`config.mk`:
```
export PLATFORM = sky130hd
export DESIGN_NAME = spi_slave_if
export DESIGN_NICKNAME = d
export VERILOG_FILES = /design/src/rtl/spi_slave_if.sv
export SDC_FILE = /design/constraint.sdc
export NUM_CORES = 1
export LEC_CHECK = 0
export BUFFER_PORTS_ARGS = -buffer_cell sky130_fd_sc_hd__buf_2
export CAP_MARGIN = 20
export CELL_PAD_IN_SITES_DETAIL_PLACEMENT = 1
export CELL_PAD_IN_SITES_GLOBAL_PLACEMENT = 1
export CORE_MARGIN = 2
export CORE_UTILIZATION = 43
export CTS_CLUSTER_SIZE = 25
export DETAILED_ROUTE_END_ITERATION = 16
export HOLD_SLACK_MARGIN = 0.05
export PLACE_DENSITY = 0.73
export SLEW_MARGIN = 10
export SYNTH_ARGS = -nofsm -noshare
export SYNTH_HDL_FRONTEND = slang
export SYNTH_SLANG_ARGS = --single-unit
export TNS_END_PERCENT = 20
```
`constraint.sdc`:
```
create_clock -name clk -period 2.48 [get_ports clk]
set_input_delay 0.248 -clock clk [delete_from_list [all_inputs] [get_ports clk]]
set_output_delay 0.248 -clock clk [all_outputs]
set_load 0.02 [all_outputs]
```
`src/rtl/spi_slave_if.sv`:
```
// SPI slave front end for the single-port RAM: shifts MOSI frames into RX_W-bit
// command words and shifts RAM read data back out on MISO, one bit per clk.
module spi_slave_if #(
  parameter int unsigned RX_W = 10,
  parameter int unsigned TX_W = 8
) (
  input  logic            clk,
  input  logic            rst_n,
  input  logic            SS_n,
  input  logic            MOSI,
  output logic            MISO,
  output logic [RX_W-1:0] rx_data,
  output logic            rx_valid,
  input  logic [TX_W-1:0] tx_data,
  input  logic            tx_valid
);

  localparam int unsigned RxCntW = $clog2(RX_W + 1);
  localparam int unsigned TxCntW = $clog2(TX_W + 2);
  localparam logic [RxCntW-1:0] RxLast = RxCntW'(RX_W - 1);
  localparam logic [RxCntW-1:0] RxDone = RxCntW'(RX_W);
  localparam logic [TxCntW-1:0] TxLast = TxCntW'(TX_W);
  localparam logic [TxCntW-1:0] TxDone = TxCntW'(TX_W + 1);

  typedef enum logic [2:0] {
    StIdle,
    StChkCmd,
    StWrite,
    StReadAdd,
    StReadData
  } state_e;

  state_e            state_q;
  logic [RX_W-2:0]   rx_shift_q;
  logic [RX_W-1:0]   rx_data_q;
  logic              rx_valid_q;
  logic [RxCntW-1:0] rx_cnt_q;
  logic              rd_addr_done_q;
  logic [TX_W-1:0]   tx_shift_q;
  logic [TxCntW-1:0] tx_cnt_q;
  logic              miso_q;

  // tx_cnt_q: 0 = waiting for RAM data, 1..TX_W = bit on MISO, TX_W+1 = finished.
  always_ff @(posedge clk) begin
    if (!rst_n) begin
      state_q        <= StIdle;
      rx_shift_q     <= '0;
      rx_data_q      <= '0;
      rx_valid_q     <= 1'b0;
      rx_cnt_q       <= '0;
      rd_addr_done_q <= 1'b0;
      tx_shift_q     <= '0;
      tx_cnt_q       <= '0;
      miso_q         <= 1'b0;
    end else begin
      rx_valid_q <= 1'b0;
      if (SS_n) begin
        state_q  <= StIdle;
        rx_cnt_q <= '0;
        tx_cnt_q <= '0;
        miso_q   <= 1'b0;
      end else begin
        unique case (state_q)
          StIdle: state_q <= StChkCmd;
          StChkCmd: begin
            if (!MOSI)               state_q <= StWrite;
            else if (rd_addr_done_q) state_q <= StReadData;
            else                     state_q <= StReadAdd;
          end
          StWrite, StReadAdd, StReadData: begin
            if (rx_cnt_q != RxDone) begin
              rx_shift_q <= {rx_shift_q[RX_W-3:0], MOSI};
              rx_cnt_q   <= rx_cnt_q + RxCntW'(1);
              if (rx_cnt_q == RxLast) begin
                rx_data_q  <= {rx_shift_q, MOSI};
                rx_valid_q <= 1'b1;
                if (state_q == StReadAdd)  rd_addr_done_q <= 1'b1;
                if (state_q == StReadData) rd_addr_done_q <= 1'b0;
              end
            end else if (state_q == StReadData) begin
              if (tx_cnt_q == '0) begin
                if (tx_valid) begin
                  miso_q     <= tx_data[TX_W-1];
                  tx_shift_q <= {tx_data[TX_W-2:0], 1'b0};
                  tx_cnt_q   <= TxCntW'(1);
                end
              end else if (tx_cnt_q < TxLast) begin
                miso_q     <= tx_shift_q[TX_W-1];
                tx_shift_q <= tx_shift_q << 1;
                tx_cnt_q   <= tx_cnt_q + TxCntW'(1);
              end else if (tx_cnt_q == TxLast) begin
                miso_q   <= 1'b0;
                tx_cnt_q <= TxDone;
              end
            end
          end
          default: state_q <= StIdle;
        endcase
      end
    end
  end

  assign MISO     = miso_q;
  assign rx_data  = rx_data_q;
  assign rx_valid = rx_valid_q;

endmodule
```
=== After elaboration in Yosys (flattened, before gate mapping) ===
Index checks and enable logic that the tools add are counted.

* Bitwise gates (word level): 4
* Add/sub/neg operators: 2
* Multiplexer cells: 17
* Reduce and logical (&&, ||, !) cells: 14
* Equal/unequal tests: 8
* Order comparisons: 1

{| class="wikitable"
|+ Operators with widths
! cell !! count
|-
| $mux 8 || 3
|-
| $mux 4 || 4
|-
| $reduce_and 5->1 || 2
|-
| $pmux 3 s3 || 1
|-
| $add 4x1->4 const B || 2
|-
| $eq 4x4->1 const B || 2
|-
| $mux 1 || 7
|-
| $eq 3x2->1 const B || 2
|-
| $mux 3 || 2
|-
| $reduce_and 6->1 || 1
|-
| $logic_not 4->1 || 1
|-
| $lt 4x4->1 const B || 1
|-
| $ne 4x4->1 const B || 1
|-
| $not 1->1 || 4
|-
| $reduce_and 4->1 || 1
|-
| $reduce_bool 2->1 || 2
|-
| $reduce_or 4->1 || 1
|-
| $eq 3x1->1 const B || 1
|-
| $eq 3x3->1 const B || 1
|-
| $logic_not 3->1 || 1
|-
| $reduce_and 3->1 || 1
|-
| $reduce_bool 3->1 || 1
|-
| $reduce_or 3->1 || 1
|-
| $ne 2x2->1 const B || 1
|-
| other kinds (2) || 2
|}

* Output and inout bits: 12
* Register bits after elaboration: 41
* Input port bits: 13

=== Longest topological paths before layout ===
* Depth after elaboration: 4
* Gate-level depth with buffers: 7

=== Worst setup path after synthesis ===
Ideal clock, no wire load.

* Path kind: register to register
* Start: register state_q[1]
* End: register tx_shift_q[3]
* Setup time: 116 ps
* Required time: 2364 ps
* Clock period less this slack: 1727 ps
* Stages on the path, launching flop included: 8
* Buffers on the path: 3
* Path slack: 753 ps
* Data arrival time: 1611 ps
* Cell sequence: dfxtp_1 buf_6 or3b_1 buf_6 a2111oi_4 buf_6 nand2_1 o211a_1

* Cells in the longest elaborated chain, start to end: 3
* Elaborated cells between the ends (all ways): 5
* Those cells by class: eq/ne (3); reduce/logical (2)

{| class="wikitable"
|+ RTL lines
! element !! line !! source
|-
| start: declaration || 33 || <nowiki>state_e state_q;</nowiki>
|-
| start signal: assignment || 46 || <nowiki>state_q <= StIdle;</nowiki>
|-
| start signal: assignment || 58 || <nowiki>state_q <= StIdle;</nowiki>
|-
| start signal: assignment || 64 || <nowiki>StIdle: state_q <= StChkCmd;</nowiki>
|-
| $eq 3x2->1 / $eq 3x3->1 (equally long branches) || 63, 80 ||
|-
| $reduce_or 3->1 || 63 || <nowiki>unique case (state_q)</nowiki>
|-
| $reduce_and 6->1 (no source line) (*) || - ||
|-
| end signal: assignment || 84 || <nowiki>tx_shift_q <= {tx_data[TX_W-2:0], 1'b0};</nowiki>
|-
| end signal: assignment || 89 || <nowiki>tx_shift_q <= tx_shift_q << 1;</nowiki>
|-
| end: declaration || 39 || <nowiki>logic [TX_W-1:0] tx_shift_q;</nowiki>
|}

Mark *: on every way between the ends. The rest lies on a longest branch, timed or not.
A chain may end at the register's enable or synchronous reset.

=== Final worst setup path ===
* Start: register state_q[2]
* End: register tx_shift_q[3]

The elaborated chain is that of the path after synthesis.

==> impl_summary.md <==
Run status
The run finished with clean final reports.

Pwr
Total power for the finished layout comes to 0.00121 W. In this run the power density over the cells is 578 nW/µm². For this design the static power due to leakage is 0.884 nW. The largest voltage drop on the vdd net is 0.248 mV.

Logic synthesis
The cell type contributing the most total cell area after synthesis is sky130_fd_sc_hd__dfxtp_1. The number of enable flip-flop cells after synthesis is 0. The warning count from the yosys run is 0. The portion of synthesized cell area occupied by the leading cell type is 0.430. Dividing the synthesized area by the synthesized cell count gives 9.76 µm².

The cell count after synthesis is 191. Of the synthesized area, sequential elements account for 0.430. In this run, synthesis produced a sequential element count of 40.

The fraction of registers with async set/reset is 0. When the netlist entered floorplanning its net count stood at 209. The most used flip-flop cell after synthesis is sky130_fd_sc_hd__dfxtp_1. The distinct cell type count after synthesis is 40. Yosys attributes the largest share of cell area to sky130_fd_sc_hd__dfxtp_1, sky130_fd_sc_hd__mux2i_1, sky130_fd_sc_hd__nor2b_1. Summing every instance area after synthesis gives 1860 µm².

Clock tree
The clock passes through at most 2 buffers. The number of hold buffers added after CTS is 0. The clock net in this run drives a total of 40 sinks. The cell sitting at the root of the clock tree is a sky130_fd_sc_hd__clkbuf_8. The clock tree from TritonCTS is built. The post-cts repair resize count is 0. The clock tree synthesis step divided the H-tree into 2 levels. The clock latency on the worst-skew pair is 290 ps. The post-CTS setup buffer count is 0. Buffers inserted during clock tree synthesis total 5. Clock-pin slew was measured on the worst setup and hold paths at 70 ps.

GRT
The number of antenna violations at the first check in global routing is 0. The number of global-route vias before repair is 1,491. The wire length of the first global-routing pass is 6850 µm. The largest net degree at the start of global routing is 38. The total routing resource utilization after global routing is 0.177.

The total overflow left after global routing is 0.

Route
The number of iterations in the first detailed-routing pass is 4. After the first detailed-routing iteration, the DRC count stood at 65. In this run the remaining antenna-violating nets after routing total 0.

The DRC violations left is 0. After detailed routing, the number of vias per cell comes to 5.27. The total wire length after detailed routing is 3930 µm. After detailed routing, the average wire length per cell comes to 14.8 µm. The via count is 1,397.

Floorplanning
The core region is 4090 µm². Pin placement for this block handled 25 I/O pins. The die is 69.8 µm tall. The initial utilization of the core area, before any placement, comes to 0.456. From left edge to right edge, the die measures 69.8 µm. The initialized floorplan defines 23 standard-cell rows. The die covers 4880 µm².

Setup path
The depth of the most critical reg-to-reg path is 4. In this run the worst path has a maximum fanout of 14. The worst reg-to-reg setup slack is 370 ps. At the worst endpoint, the required time is 2660 ps. In this design, the stage delay of the slowest critical-path cell is 730 ps.

The category of the worst setup path launch point is a flop. The timing startpoint of the critical path is state_q[2]$_SDFFE_PP0N_. The slowest stage of the critical path belongs to the cell sky130_fd_sc_hd__a2111oi_4. The startpoint identified for the worst register-to-register timing path is state_q[2]$_SDFFE_PP0N_. The worst register-to-register path ends at tx_shift_q[3]$_SDFFE_PN0P_.

The worst setup path is captured at a flop. Data on the critical path arrives at its endpoint at 2290 ps. The type of the worst setup path is flop to flop.

The signal on the critical path passes through or3b_1 > a2111oi_4 > nand2_1 > o211a_1.

STA
The number of setup violations in the final report is 0. The final period utilization is 0.852. Adding up every negative setup slack in the final design gives 0 ps. The time the worst path needs with I/O delays and setup is 2110 ps. The clock skew is 5.37 ps. The final number of hold-violating endpoints is 0. The achievable clock frequency is 473 MHz. The worst max-slew margin expressed relative to the limit is 0.495. The count of pins over their slew limit was 0.

The transition at the pin with the smallest max-transition slack is 758 ps. Setup repair after global routing left no endpoint under its margin. The minimum hold slack is 211 ps.

Layout
The utilization after layout is 0.514. The library cells used most frequently in the layout, excluding fill and tap cells, are sky130_fd_sc_hd__dfxtp_1, sky130_fd_sc_hd__buf_2, sky130_fd_sc_hd__mux2i_1. The most common library cell in the layout ignoring fill and taps is sky130_fd_sc_hd__dfxtp_1. The post-layout instance count excluding filler cells is 265. The count of nets after finishing is 232. In the final layout, the share of cells above drive strength 1 is 0.172. The repair_antennas step left the layout with diodes totalling 0.

The area growth from synthesis to final layout is 12.7%.

Hold path
The startpoint identified for the worst hold timing path is tx_data[0]. The type of the tightest min-delay check is input port to flop. For hold timing, the worst endpoint is tx_shift_q[1]$_SDFFE_PN0P_. The worst hold path was traced through 3 stages.

Place
The routability congestion estimate is 0.781. The count of input and output buffers is 24. After legalization and detailed placement, the total HPWL measured 2820 µm. Once placement completed, the tool counted placed cells totaling 257.

Run
The tool flagged a number of max-cap violations equal to 0.
[area by class of cell]
cell class                      instances  area [µm²]
Fill cell                             487        1990
Inverter                                9        33.8
Sequential cell                        40         801
Clock buffer                            6        72.6
Multi-Input combinational cell        131         953
Timing Repair Buffer                   27         143
Tap cell                               50        62.6
Clock inverter                          2        35.0
[worst max-delay path, delay by kind of cell (launching register included)]
| kind | cells | cell delay (ps) |
|---|---|---|
| AND/OR/NAND/NOR | 2 | 670 |
| flip-flops | 1 | 440 |
| AO/OA/AOI/OAI | 2 | 900 |
[power by group]
group,leakage (nW),switching [W],internal (W),total [W]
registers,0.322,0.00000355,0.000644,0.000648
clock network,0.0552,0.000223,0.000299,0.000522
logic,0.507,0.0000275,0.0000179,0.0000454
[registers in the layout, indices dropped and copies added (netlist names)]
| register | count |
|---|---|
| rx_valid | 1 |
| rx_shift_q | 9 |
| rx_cnt_q | 4 |
| rx_data | 10 |
| tx_cnt_q | 4 |
| rd_addr_done_q | 1 |
| tx_shift_q | 7 |
| state_q | 3 |
| MISO | 1 |
[cells in the mapped netlist, types with 2 or more instances]
cell type,count
sky130_fd_sc_hd__buf_6,4
sky130_fd_sc_hd__dfxtp_1,40
sky130_fd_sc_hd__and2_1,2
sky130_fd_sc_hd__nor2b_1,12
sky130_fd_sc_hd__o211ai_1,2
sky130_fd_sc_hd__o21ai_0,10
sky130_fd_sc_hd__nand3_1,10
sky130_fd_sc_hd__clkbuf_1,4
sky130_fd_sc_hd__inv_1,9
sky130_fd_sc_hd__mux2i_1,18
sky130_fd_sc_hd__a21oi_1,2
sky130_fd_sc_hd__nor3b_1,3
sky130_fd_sc_hd__nand2b_1,5
sky130_fd_sc_hd__ha_1,5
sky130_fd_sc_hd__o211a_1,6
sky130_fd_sc_hd__nand2_1,17
sky130_fd_sc_hd__nor2_1,10
sky130_fd_sc_hd__nor3_1,3
sky130_fd_sc_hd__a2111oi_4,2
sky130_fd_sc_hd__a211oi_1,5
sky130_fd_sc_hd__a21boi_1,2
sky130_fd_sc_hd__xor2_1,2
[worst max path at each step]
stage               slack [ps]                    endpoint
floorplan                  750  tx_shift_q[3]$_SDFFE_PN0P_
global placement           520  tx_shift_q[1]$_SDFFE_PN0P_
detailed placement         390  tx_shift_q[2]$_SDFFE_PN0P_
CTS                        360  tx_shift_q[3]$_SDFFE_PN0P_
global route               230  tx_shift_q[2]$_SDFFE_PN0P_
finish                     370  tx_shift_q[3]$_SDFFE_PN0P_
[cell families (layout without fill, tap and decap cells)]
kind of cell,after synthesis,in the layout,share of synthesized area
adder cells (fa/ha/maj),5,5,0.0336
buffers and inverters,20,44,0.0591
AO/OA/AOI/OAI,35,35,0.167
multiplexers,18,18,0.0966
AND/OR/NAND/NOR,70,70,0.200
XOR/XNOR,3,3,0.0141
flip-flops,40,40,0.430
[through the flow]
stage	cell area [µm²]	setup WS (ps)
floorplan	1860	753
global placement	1990	521
detailed placement	1990	386
CTS	2100	363
global route	2100	232
finish	2100	368
[metal layers]
metal | GRT usage | vias to the layer above | share of wire
li1 | - | 707 | -
met5 | 0 | - | 0
met4 | 0.0791 | 0 | 0.022
met3 | 0.0451 | 9 | 0.028
met2 | 0.303 | 22 | 0.51
met1 | 0.206 | 659 | 0.44
(Power assumes the default switching activity.)
